--- config.mk ---
export PLATFORM = sky130hd
export DESIGN_NAME = ksa_swap_fsm
export DESIGN_NICKNAME = d
export VERILOG_FILES = /design/src/rtl/ksa_swap_fsm.sv
export SDC_FILE = /design/constraint.sdc
export NUM_CORES = 1
export LEC_CHECK = 0
export ABC_AREA = 0
export ABC_CLOCK_PERIOD_IN_PS = 4500
export BUFFER_PORTS_ARGS = -buffer_cell sky130_fd_sc_hd__buf_4
export CORE_ASPECT_RATIO = 0.7
export CORE_MARGIN = 2
export CORE_UTILIZATION = 45
export CTS_BUF_LIST = sky130_fd_sc_hd__clkbuf_4 sky130_fd_sc_hd__clkbuf_8
export DETAILED_ROUTE_END_ITERATION = 6
export GPL_ROUTABILITY_DRIVEN = 0
export HOLD_SLACK_MARGIN = 0.08
export PLACE_DENSITY = 0.67
export SKIP_CTS_REPAIR_TIMING = 1
export SYNTH_ARGS = -nofsm -noshare
export SYNTH_HDL_FRONTEND = slang
export SYNTH_SLANG_ARGS = --single-unit
--- constraint.sdc ---
create_clock -name clk -period 4.5 [get_ports clk]
set_input_delay 0 -clock clk [delete_from_list [all_inputs] [get_ports clk]]
set_output_delay 0 -clock clk [all_outputs]
set_load 0.05 [all_outputs]
--- src/rtl/ksa_swap_fsm.sv ---
// RC4 key-scheduling stage: walks i = 0..255, accumulates j = j + S[i] + key[k] and
// swaps S[i]/S[j] in the shared working RAM (synchronous read, registered address).
module ksa_swap_fsm #(
    parameter int KEY_BYTES = 3
) (
    input  logic                   clk,
    input  logic                   rst,
    input  logic                   start,
    input  logic [8*KEY_BYTES-1:0] secret_key,
    input  logic [7:0]             mem_q,
    output logic [7:0]             mem_addr,
    output logic [7:0]             wr_data,
    output logic                   wr_en,
    output logic                   busy,
    output logic                   finish
);

    localparam int              KW     = (KEY_BYTES > 1) ? $clog2(KEY_BYTES) : 1;
    localparam logic [KW-1:0]   K_LAST = KW'(KEY_BYTES - 1);

    typedef enum logic [3:0] {
        ST_IDLE   = 4'd0,
        ST_RD_I   = 4'd1,
        ST_WAIT_I = 4'd2,
        ST_CAP_I  = 4'd3,
        ST_RD_J   = 4'd4,
        ST_WAIT_J = 4'd5,
        ST_CAP_J  = 4'd6,
        ST_WR_I   = 4'd7,
        ST_WR_J   = 4'd8,
        ST_NEXT   = 4'd9,
        ST_DONE   = 4'd10
    } state_t;

    state_t          state_r, state_nxt_s;
    logic [7:0]      i_r, i_nxt_s;
    logic [7:0]      j_r, j_nxt_s;
    logic [KW-1:0]   k_r, k_nxt_s;
    logic [7:0]      si_r, si_nxt_s;
    logic [7:0]      sj_r, sj_nxt_s;
    logic [7:0]      key_byte_s;
    logic [7:0]      mem_addr_s;
    logic [7:0]      wr_data_s;
    logic            wr_en_s;
    logic            busy_s;
    logic            finish_s;

    // Byte 0 of the key sits in the most significant position.
    function automatic logic [7:0] key_byte(input logic [8*KEY_BYTES-1:0] key,
                                            input logic [KW-1:0]          idx);
        logic [7:0] b;
        b = 8'd0;
        for (int n = 0; n < KEY_BYTES; n++) begin
            b = (idx == KW'(n)) ? key[8*(KEY_BYTES-1-n) +: 8] : b;
        end
        return b;
    endfunction

    assign key_byte_s = key_byte(secret_key, k_r);

    // State and datapath registers.
    always_ff @(posedge clk or negedge rst) begin
        if (!rst) begin
            state_r <= ST_IDLE;
            i_r     <= 8'd0;
            j_r     <= 8'd0;
            k_r     <= '0;
            si_r    <= 8'd0;
            sj_r    <= 8'd0;
        end else begin
            state_r <= state_nxt_s;
            i_r     <= i_nxt_s;
            j_r     <= j_nxt_s;
            k_r     <= k_nxt_s;
            si_r    <= si_nxt_s;
            sj_r    <= sj_nxt_s;
        end
    end

    // Next-state and datapath update.
    always_comb begin
        state_nxt_s = state_r;
        i_nxt_s     = i_r;
        j_nxt_s     = j_r;
        k_nxt_s     = k_r;
        si_nxt_s    = si_r;
        sj_nxt_s    = sj_r;
        case (state_r)
            ST_IDLE: begin
                if (start) begin
                    state_nxt_s = ST_RD_I;
                    i_nxt_s     = 8'd0;
                    j_nxt_s     = 8'd0;
                    k_nxt_s     = '0;
                end else begin
                    state_nxt_s = ST_IDLE;
                end
            end
            ST_RD_I:   state_nxt_s = ST_WAIT_I;
            ST_WAIT_I: state_nxt_s = ST_CAP_I;
            ST_CAP_I: begin
                si_nxt_s    = mem_q;
                j_nxt_s     = j_r + mem_q + key_byte_s;
                state_nxt_s = ST_RD_J;
            end
            ST_RD_J:   state_nxt_s = ST_WAIT_J;
            ST_WAIT_J: state_nxt_s = ST_CAP_J;
            ST_CAP_J: begin
                sj_nxt_s    = mem_q;
                state_nxt_s = ST_WR_I;
            end
            ST_WR_I:   state_nxt_s = ST_WR_J;
            ST_WR_J:   state_nxt_s = ST_NEXT;
            ST_NEXT: begin
                if (i_r == 8'd255) begin
                    state_nxt_s = ST_DONE;
                end else begin
                    i_nxt_s     = i_r + 8'd1;
                    k_nxt_s     = (k_r == K_LAST) ? '0 : k_r + KW'(1);
                    state_nxt_s = ST_RD_I;
                end
            end
            ST_DONE:   state_nxt_s = ST_IDLE;
            default:   state_nxt_s = ST_IDLE;
        endcase
    end

    // Outputs decoded from the upcoming state so they can be registered without added latency.
    always_comb begin
        mem_addr_s = 8'd0;
        wr_data_s  = 8'd0;
        wr_en_s    = 1'b0;
        busy_s     = 1'b0;
        finish_s   = 1'b0;
        case (state_nxt_s)
            ST_IDLE: begin
                busy_s = 1'b0;
            end
            ST_RD_I, ST_WAIT_I, ST_CAP_I, ST_NEXT: begin
                mem_addr_s = i_nxt_s;
                busy_s     = 1'b1;
            end
            ST_RD_J, ST_WAIT_J, ST_CAP_J: begin
                mem_addr_s = j_nxt_s;
                busy_s     = 1'b1;
            end
            ST_WR_I: begin
                mem_addr_s = i_nxt_s;
                wr_data_s  = sj_nxt_s;
                wr_en_s    = 1'b1;
                busy_s     = 1'b1;
            end
            ST_WR_J: begin
                mem_addr_s = j_nxt_s;
                wr_data_s  = si_nxt_s;
                wr_en_s    = 1'b1;
                busy_s     = 1'b1;
            end
            ST_DONE: begin
                finish_s = 1'b1;
            end
            default: begin
                busy_s = 1'b0;
            end
        endcase
    end

    // Output registers; reset clears them at once so a write in flight is dropped.
    always_ff @(posedge clk or negedge rst) begin
        if (!rst) begin
            mem_addr <= 8'd0;
            wr_data  <= 8'd0;
            wr_en    <= 1'b0;
            busy     <= 1'b0;
            finish   <= 1'b0;
        end else begin
            mem_addr <= mem_addr_s;
            wr_data  <= wr_data_s;
            wr_en    <= wr_en_s;
            busy     <= busy_s;
            finish   <= finish_s;
        end
    end

endmodule
* Yosys cells after proc, flatten, opt, wreduce, memory -nomap -nowiden *
Index checks and enable logic that the tools add are counted.
Widths: inputs -> output; s select.

storage, ports and cells
  register bits after elaboration = 57
  output and inout port bits = 19
  bits of input ports = 35
  logic and storage cells = 69

cells by class
  reductions and logical operators = 8
  equal/unequal tests = 24
  muxes and demuxes = 22
  add/subtract/negate cells = 4

operator list
  kind                 count
  $mux 8               8
  $pmux 8 s2           4
  $pmux 4 s10          1
  $eq 4x3->1 const B   8
  $eq 4x4->1 const B   5
  $add 8x8->8          2
  $eq 4x2->1 const B   4
  $reduce_or 9->1      1
  $add 8x1->8 const B  1
  $eq 4x1->1 const B   2
  $eq 8x8->1 const B   1
  $mux 2               3
  $reduce_or 5->1      1
  $logic_not 4->1      1
  $mux 1               4
  $mux 4               1
  $ne 2x2->1 const B   2
  $pmux 2 s2           1
  $reduce_or 4->1      1
  $reduce_and 3->1     1
  $add 2x1->2 const B  1
  $eq 2x1->1 const B   1
  $eq 2x2->1 const B   1
  $logic_not 2->1      1
  2 further kinds      2

* Longest topological paths before layout *
Gate-level depths: netlist of run 1.

  depth after elaboration = 7
  depth in mapped cells = 13
  depth with buffers taken out = 12

* Worst setup path before layout of run 1 *
Ideal clock, no wire load.

  path type = reg2reg
  start = reg k_r[0]
  end = reg mem_addr[5]
  setup slack = 1.734 ns
  required time = 4.379 ns
  buffers on the path = 1
  period minus slack after synthesis = 2.766 ns
  library setup time = 0.121 ns
  data arrival time = 2.645 ns
  stages on the path, launching flop included = 12
  cells stage by stage = dfrtp_1 buf_2 mux2i_1 o21ai_0 fa_1 ha_1 inv_1 fa_1 nor2b_1 o31ai_1 a32o_1 a22o_1

between the ends
  cells in the longest elaborated chain, start to end = 7
  elaborated cells between the ends (all ways) = 9
  classes of those cells = add/sub: 1; eq/ne: 2; mux: 5; reduce/logical: 1

RTL lines
  element                   line  text
  start: declaration        38    logic [KW-1:0] k_r, k_nxt_s;
  start signal: assignment  74    k_r <= k_nxt_s;
  $logic_not 2->1           54    b = (idx == KW'(n)) ? key[8*(KEY_BYTES-1-n) +: 8] : b;
  $mux 8 (2 in a row)       54
  $mux 8 *                  54
  $add 8x8->8 *             103   j_nxt_s = j_r + mem_q + key_byte_s;
  $pmux 8 s2 *              88    case (state_r)
  net j_nxt_s[5]            37    logic [7:0] j_r, j_nxt_s;
  $pmux 8 s2 *              135   case (state_nxt_s)
  net mem_addr_s[5]         42    logic [7:0] mem_addr_s;
  end signal: assignment    177   mem_addr <= mem_addr_s;
  end: declaration          11    output logic [7:0] mem_addr,

The timed path passes the listed nets; every way through them passes the cells marked *.
A chain may end at the register's enable or synchronous reset.

* Final worst setup path of run 1 *
  start = reg k_r[0]
  end = reg mem_addr[7]

between the ends
  cells in the longest elaborated chain, start to end = 7
  elaborated cells between the ends (all ways) = 9
  classes of those cells = add/sub: 1; eq/ne: 2; mux: 5; reduce/logical: 1

RTL lines
  element              line
  $logic_not 2->1      54
  $mux 8 (2 in a row)  54
  $mux 8 *             54
  $add 8x8->8 *        103
  $pmux 8 s2 *         88
  $pmux 8 s2 *         135
  net mem_addr_s[7]    42

Marked as above.

==> results of run 1 <==
[critical path: cells and delay by family (launching register included)]
family | cells | cell delay (ns)
compound gates | 4 | 0.66
fa+ha+maj | 3 | 0.89
simple gates | 3 | 0.66
buf+inv | 1 | 0.08
xor+xnor | 1 | 0.21
flops | 1 | 0.57
[layout by cell type (no fill, tap or decap), types with 2 or more instances in the layout]
master / Yosys / layout
nor2b_1: 2 / 2
clkbuf_8: 0 / 5
and3_1: 3 / 3
nor2_1: 20 / 20
and4_1: 2 / 2
o21ai_0: 18 / 18
a211oi_1: 2 / 2
a22o_1: 10 / 10
o31ai_1: 2 / 2
nand3b_1: 2 / 2
nand2_1: 42 / 42
nand2b_1: 3 / 3
a21oi_1: 6 / 6
a21o_1: 3 / 3
buf_4: 0 / 54
mux2_2: 2 / 2
mux2i_1: 20 / 20
xnor2_1: 6 / 6
fa_1: 8 / 8
dfrtp_1: 49 / 49
ha_1: 7 / 7
inv_1: 11 / 11
nor3_1: 2 / 2
nand3_1: 6 / 6
dlygate4sd3_1: 0 / 9
o221ai_1: 2 / 2
[worst max path at each step]
stage / endpoint / cells past startpoint
floorplan: mem_addr[5] / 11
global placement: mem_addr[5] / 11
detailed placement: mem_addr[7] / 12
CTS: mem_addr[7] / 12
global route: mem_addr[7] / 12
finish: mem_addr[7] / 12
[metal layers]
layer  track usage  up-vias
met1         0.324     1042
li1              -     1038
met5             0        -
met4        0.0429        0
met3        0.0402        8
met2         0.327       58
[flip-flops by register name, indices dropped and copies added, names as in the netlist]
name and flops:
si_r 8, mem_addr 8, finish 1, j_r 8, wr_data 8, wr_en 1
state_r 4, i_r 8, busy 1, k_r 2
[area by class of cell]
class,count,share of cell area
inverter,11,0.0125
timing repair buffer,63,0.150
multi-input combinational,190,0.407
clock buffer,5,0.0208
clock inverter,2,0.0106
tap,75,0.0284
sequential,49,0.371
[power by group]
group	internal [mW]	switching, mW	total (mW)
logic	0.517	0.744	1.26
registers	0.606	0.177	0.783
clock network	0.162	0.146	0.308
[cells by family after synthesis]
kind of cell,Yosys count,share of synthesized area
simple gates,91,0.162
compound gates,55,0.143
flops,49,0.458
buf+inv,24,0.0383
mux,22,0.0832
fa+ha+maj,15,0.0926
xor+xnor,7,0.0229
[stage by stage]
stage / hold slack, ns / total power, mW
2_1_floorplan: -0.296 / 1.70
3_3_place_gp: 0.0626 / 2.01
3_5_place_dp: 0.0684 / 2.03
4_1_cts: -0.256 / 2.35
5_1_grt: 0.139 / 2.55
6_report: 0.124 / 2.35
==> impl_metrics.tcl, run 1 <==
set metrics [dict create \
    min_path_type "input pin to flop" \
    tightestPinTransition_ns 0.820 \
    root_buffer "clkbuf_8" \
    grt.total_usage 0.215 \
    synth_area_leaders "dfrtp_1 46%, mux2i_1 7.5%, fa_1 6.0%, nand2_1 5.9%, o21ai_0 3.4%" \
    r2r_start "k_r[0]" \
    ys_seq_area_frac 0.458 \
    routed_wl_um 6390 \
    yosys-top-cells-count "49 x dfrtp_1, 42 x nand2_1, 20 x mux2i_1, 20 x nor2_1, 18 x o21ai_0" \
    maxSlewHeadroom 0.453 \
    dp.final_hpwl_um 4690 \
    status "finished clean" \
    power_leakage_nw 1.61 \
    design_area_um2 3310 \
    clock_sinks 49 \
    hold_depth 3 \
    async_reset_ff_frac 1.00 \
    met1_length_um 3180 \
    yosysMostFrequentCell "dfrtp_1" \
    ff2ff_setup_slack_ns 1.26 \
    nNetsFinal 370 \
    max_stage_delay_ns 0.57 \
    worstSetupStartpoint "k_r[0]" \
    die_h_um 68.5 \
    slew_violations 0 \
    worstSetupEndpointType "flop" \
    hold_violations 0 \
    wl_met2_um 2780 \
    pre_cts_ws_ns 1.30 \
    die_area_um2 6590 \
    critPathKind "flop to flop" \
    diodes 0 \
    cts_tree "yes" \
    cp-start-kind "flop" \
    via_per_inst 5.43 \
    setup_viol 0 \
    r2r_cells 12 \
    synth_seq_cells 49 \
    grt_max_degree 50 \
    hold_path_end "i_r[7]" \
    synth-edff-count 0 \
    n_fill_cell 502 \
    hold_start "start" \
    portBuffers 53 \
    period_share 0.720 \
    synthFlopType "dfrtp_1" \
    arrival_ns 3.40 \
    syn_area_um2 2680 \
    synthCells 263 \
    critPathMaxFanout 11 \
    power_density_nw_per_um2 711 \
    crit_required_ns 4.66 \
    remaining_drc_errors 0 \
    yosysUniqueCellTypes 49 \
    start_util 0.467 \
    highest_layer "met4" \
    maxCapViolations 0 \
    syn_avg_cell_area_um2 10.2 \
    grt_overflow 0 \
    skew_ns 0.0105 \
    placed_area_um2 3110 \
    io_pins 54 \
    seqCellArea_um2 1230 \
    core-area_um2 5730 \
    die_width_um 96.2 \
    clockBufferDepth 2 \
    yosysWarnings 0 \
    peakVddDrop_mv 0.363 \
    place_inst 379 \
    fin_crit_ns 3.24 \
    worstPathCellList "nor2b_1 > nand2_1 > o21ai_0 > fa_1 > ha_1 > inv_1 > fa_1 > nor2b_1 > o31ai_1 > a21oi_1 > xnor2_1 > o221ai_1" \
    reg2reg_to "mem_addr[7]" \
    clock_latency_ns 0.30 \
    via_count 2146 \
    synth_top_cell_area_share 0.458 \
    first_iter_violations 184 \
    drtAntennaViolNets 0 \
    grt_pass1_wl_um 10600 \
    wl_per_cell_um 16.2 \
    yosysTopAreaCell "dfrtp_1" \
    dr_wl_met3_um 351 \
    firstDrtPassIters 4 \
    layoutNonFillerInstCount 395 \
    num_rows 23 \
    fin_ws_ns 1.26 \
    tns_ns 0 \
    max_freq_mhz 309 \
    layout-drive-gt1-share 0.209 \
    final_core_util 0.578 \
    slowest_stage "dfrtp_1" \
    htreeDepth 2 \
    area_growth_pct 23.6 \
    first_global_vias 2109 \
    clkTransAtPathRegs_ns 0.09 \
    numCtsBuffers 5 \
    rsz0062_at_grt "no" \
    multiInputGateArea_um2 1350 \
    antenna_found_initial 0 \
    syn_nets 313 \
]
No activity file was read; power rests on OpenSTA's default activity.
==> run 2, diff against run 1 <==
ABC_CLOCK_PERIOD_IN_PS = 3000   (was 4500)
clock period = 3 ns   (was 4.5 ns; I/O delays follow)
==> run 2 against run 1 <==
Clock skew about the same. Wire length down 1.3%. Count of clock-buffer cells in the layout up 2. Non-clock buffer count up 5. Clock power up 32%. Cell area up 1.0%. Hold slack worse by 0.0042 ns. Setup slack worse by 1.1 ns. Maximum frequency up 16%. Combinational power up 58%. Highest routed layer unchanged. Critical path depth unchanged.
==> impl_metrics.tcl, run 2 (synthesis results as in run 1) <==
set metrics [dict create \
    layout_commonest_cell "buf_4" \
    r2r_start "k_r[0]" \
    nNetsFinal 375 \
    numCtsBuffers 5 \
    routed_wl_um 6300 \
    clockBufferDepth 2 \
    first_iter_violations 114 \
    grt_max_degree 50 \
    slew_violations 0 \
    worstSetupEndpointType "flop" \
    period_share 0.935 \
    via_count 2170 \
    maxSlewHeadroom 0.549 \
    num_rows 23 \
    cts_tree "yes" \
    area_growth_pct 24.9 \
    reg2reg_to "mem_addr[7]" \
    layout-drive-gt1-share 0.230 \
    drtAntennaViolNets 0 \
    start_util 0.467 \
    power_leakage_nw 1.63 \
    critPathMaxFanout 4 \
    antenna_found_initial 0 \
    setup_viol 0 \
    tns_ns 0 \
    die_width_um 96.2 \
    clock_sinks 49 \
    first_global_vias 2087 \
    hold_violations 0 \
    portBuffers 53 \
    mostFrequentLayoutCells "58 x buf_4, 49 x dfrtp_1, 42 x nand2_1" \
    die_area_um2 6590 \
    skew_ns 0.0107 \
    dp.final_hpwl_um 4620 \
    maxCapViolations 0 \
    peakVddDrop_mv 0.488 \
    core-area_um2 5730 \
    wl_per_cell_um 15.7 \
    r2r_cells 12 \
    power_density_nw_per_um2 1050 \
    diodes 0 \
    design_area_um2 3340 \
    fin_crit_ns 2.81 \
    via_per_inst 5.41 \
    hold_depth 3 \
    placed_area_um2 3150 \
    min_path_type "input pin to flop" \
    hold_start "start" \
    die_h_um 68.5 \
    firstDrtPassIters 4 \
    crit_required_ns 3.16 \
    status "finished clean" \
    arrival_ns 2.97 \
    tightestPinTransition_ns 0.677 \
    grt_overflow 0 \
    htreeDepth 2 \
    grt_pass1_wl_um 10100 \
    root_buffer "clkbuf_8" \
    remaining_drc_errors 0 \
    grt.total_usage 0.205 \
    rsz0062_at_grt "no" \
    max_freq_mhz 356 \
    critPathKind "flop to flop" \
    io_pins 54 \
    clkTransAtPathRegs_ns 0.10 \
    hold_path_end "i_r[7]" \
    ff2ff_setup_slack_ns 0.19 \
    cp-start-kind "flop" \
    clock_latency_ns 0.30 \
]
-- run 2: cell count changes in the layout (fill, tap and decap cells not counted) --
cell,delta
nor2b_1,-1
nor2b_2,+1
fa_1,-1
buf_4,+4
buf_6,+1
clkbuf_4,+2
bufinv_16,-1
clkinvlp_4,+1
fa_2,+1
clkinv_2,-1
-- run 2: how the worst max path moves through the flow --
stage | start | to | depth (start not counted)
after global routing | k_r[0] | mem_addr[7] | 12
after floorplan | k_r[0] | mem_addr[5] | 11
after CTS | k_r[0] | mem_addr[5] | 10
final | k_r[0] | mem_addr[7] | 12
after detailed placement | k_r[0] | mem_addr[5] | 10
after global placement | k_r[0] | mem_addr[7] | 11
-- run 2: area by class of cell --
class                      count  area [um^2]
fill                         492         2380
tap                           75         93.8
timing repair buffer          68          537
clock buffer                   7         83.8
inverter                      11         41.3
sequential                    49         1230
clock inverter                 1         7.51
multi-input combinational    190         1350
-- run 2: where the power goes --
part | switching (mW) | leakage [nW] | internal (mW)
Combinational | 1.18 | 0.950 | 0.810
Clock | 0.223 | 0.0453 | 0.184
Sequential | 0.209 | 0.638 | 0.910
-- run 2: metrics by stage --
stage               utilization  std cells  setup WS [ns]  total power [mW]  hold slack (ns)
floorplan                     -        263          0.234              2.56           -0.296
global placement          0.550        384          0.259              3.05           0.0640
detailed placement        0.550        384          0.208              3.07           0.0633
CTS                       0.566        392          0.167              3.49           -0.270
global route              0.584        401         0.0200              3.78            0.139
finish                    0.584        401          0.194              3.52            0.120
-- run 2: per-layer routing --
| layer | vias to the layer above | GRT usage | routed length (um) |
|---|---|---|---|
| met4 | 0 | 0.0536 | 42 |
| met3 | 5 | 0.0424 | 288 |
| met5 | - | 0 | 0 |
| li1 | 1043 | - | - |
| met1 | 1069 | 0.298 | 3160 |
| met2 | 53 | 0.316 | 2820 |
-- run 2: worst max-delay path, cell delays in order (launching register included) --
cell,delay [ns]
dfrtp_1,0.43
buf_4,0.18
mux2i_1,0.22
o21ai_0,0.12
fa_1,0.38
ha_1,0.24
inv_1,0.08
fa_2,0.21
nor2b_2,0.05
o31ai_1,0.27
a21oi_1,0.15
xnor2_1,0.20
o221ai_1,0.13
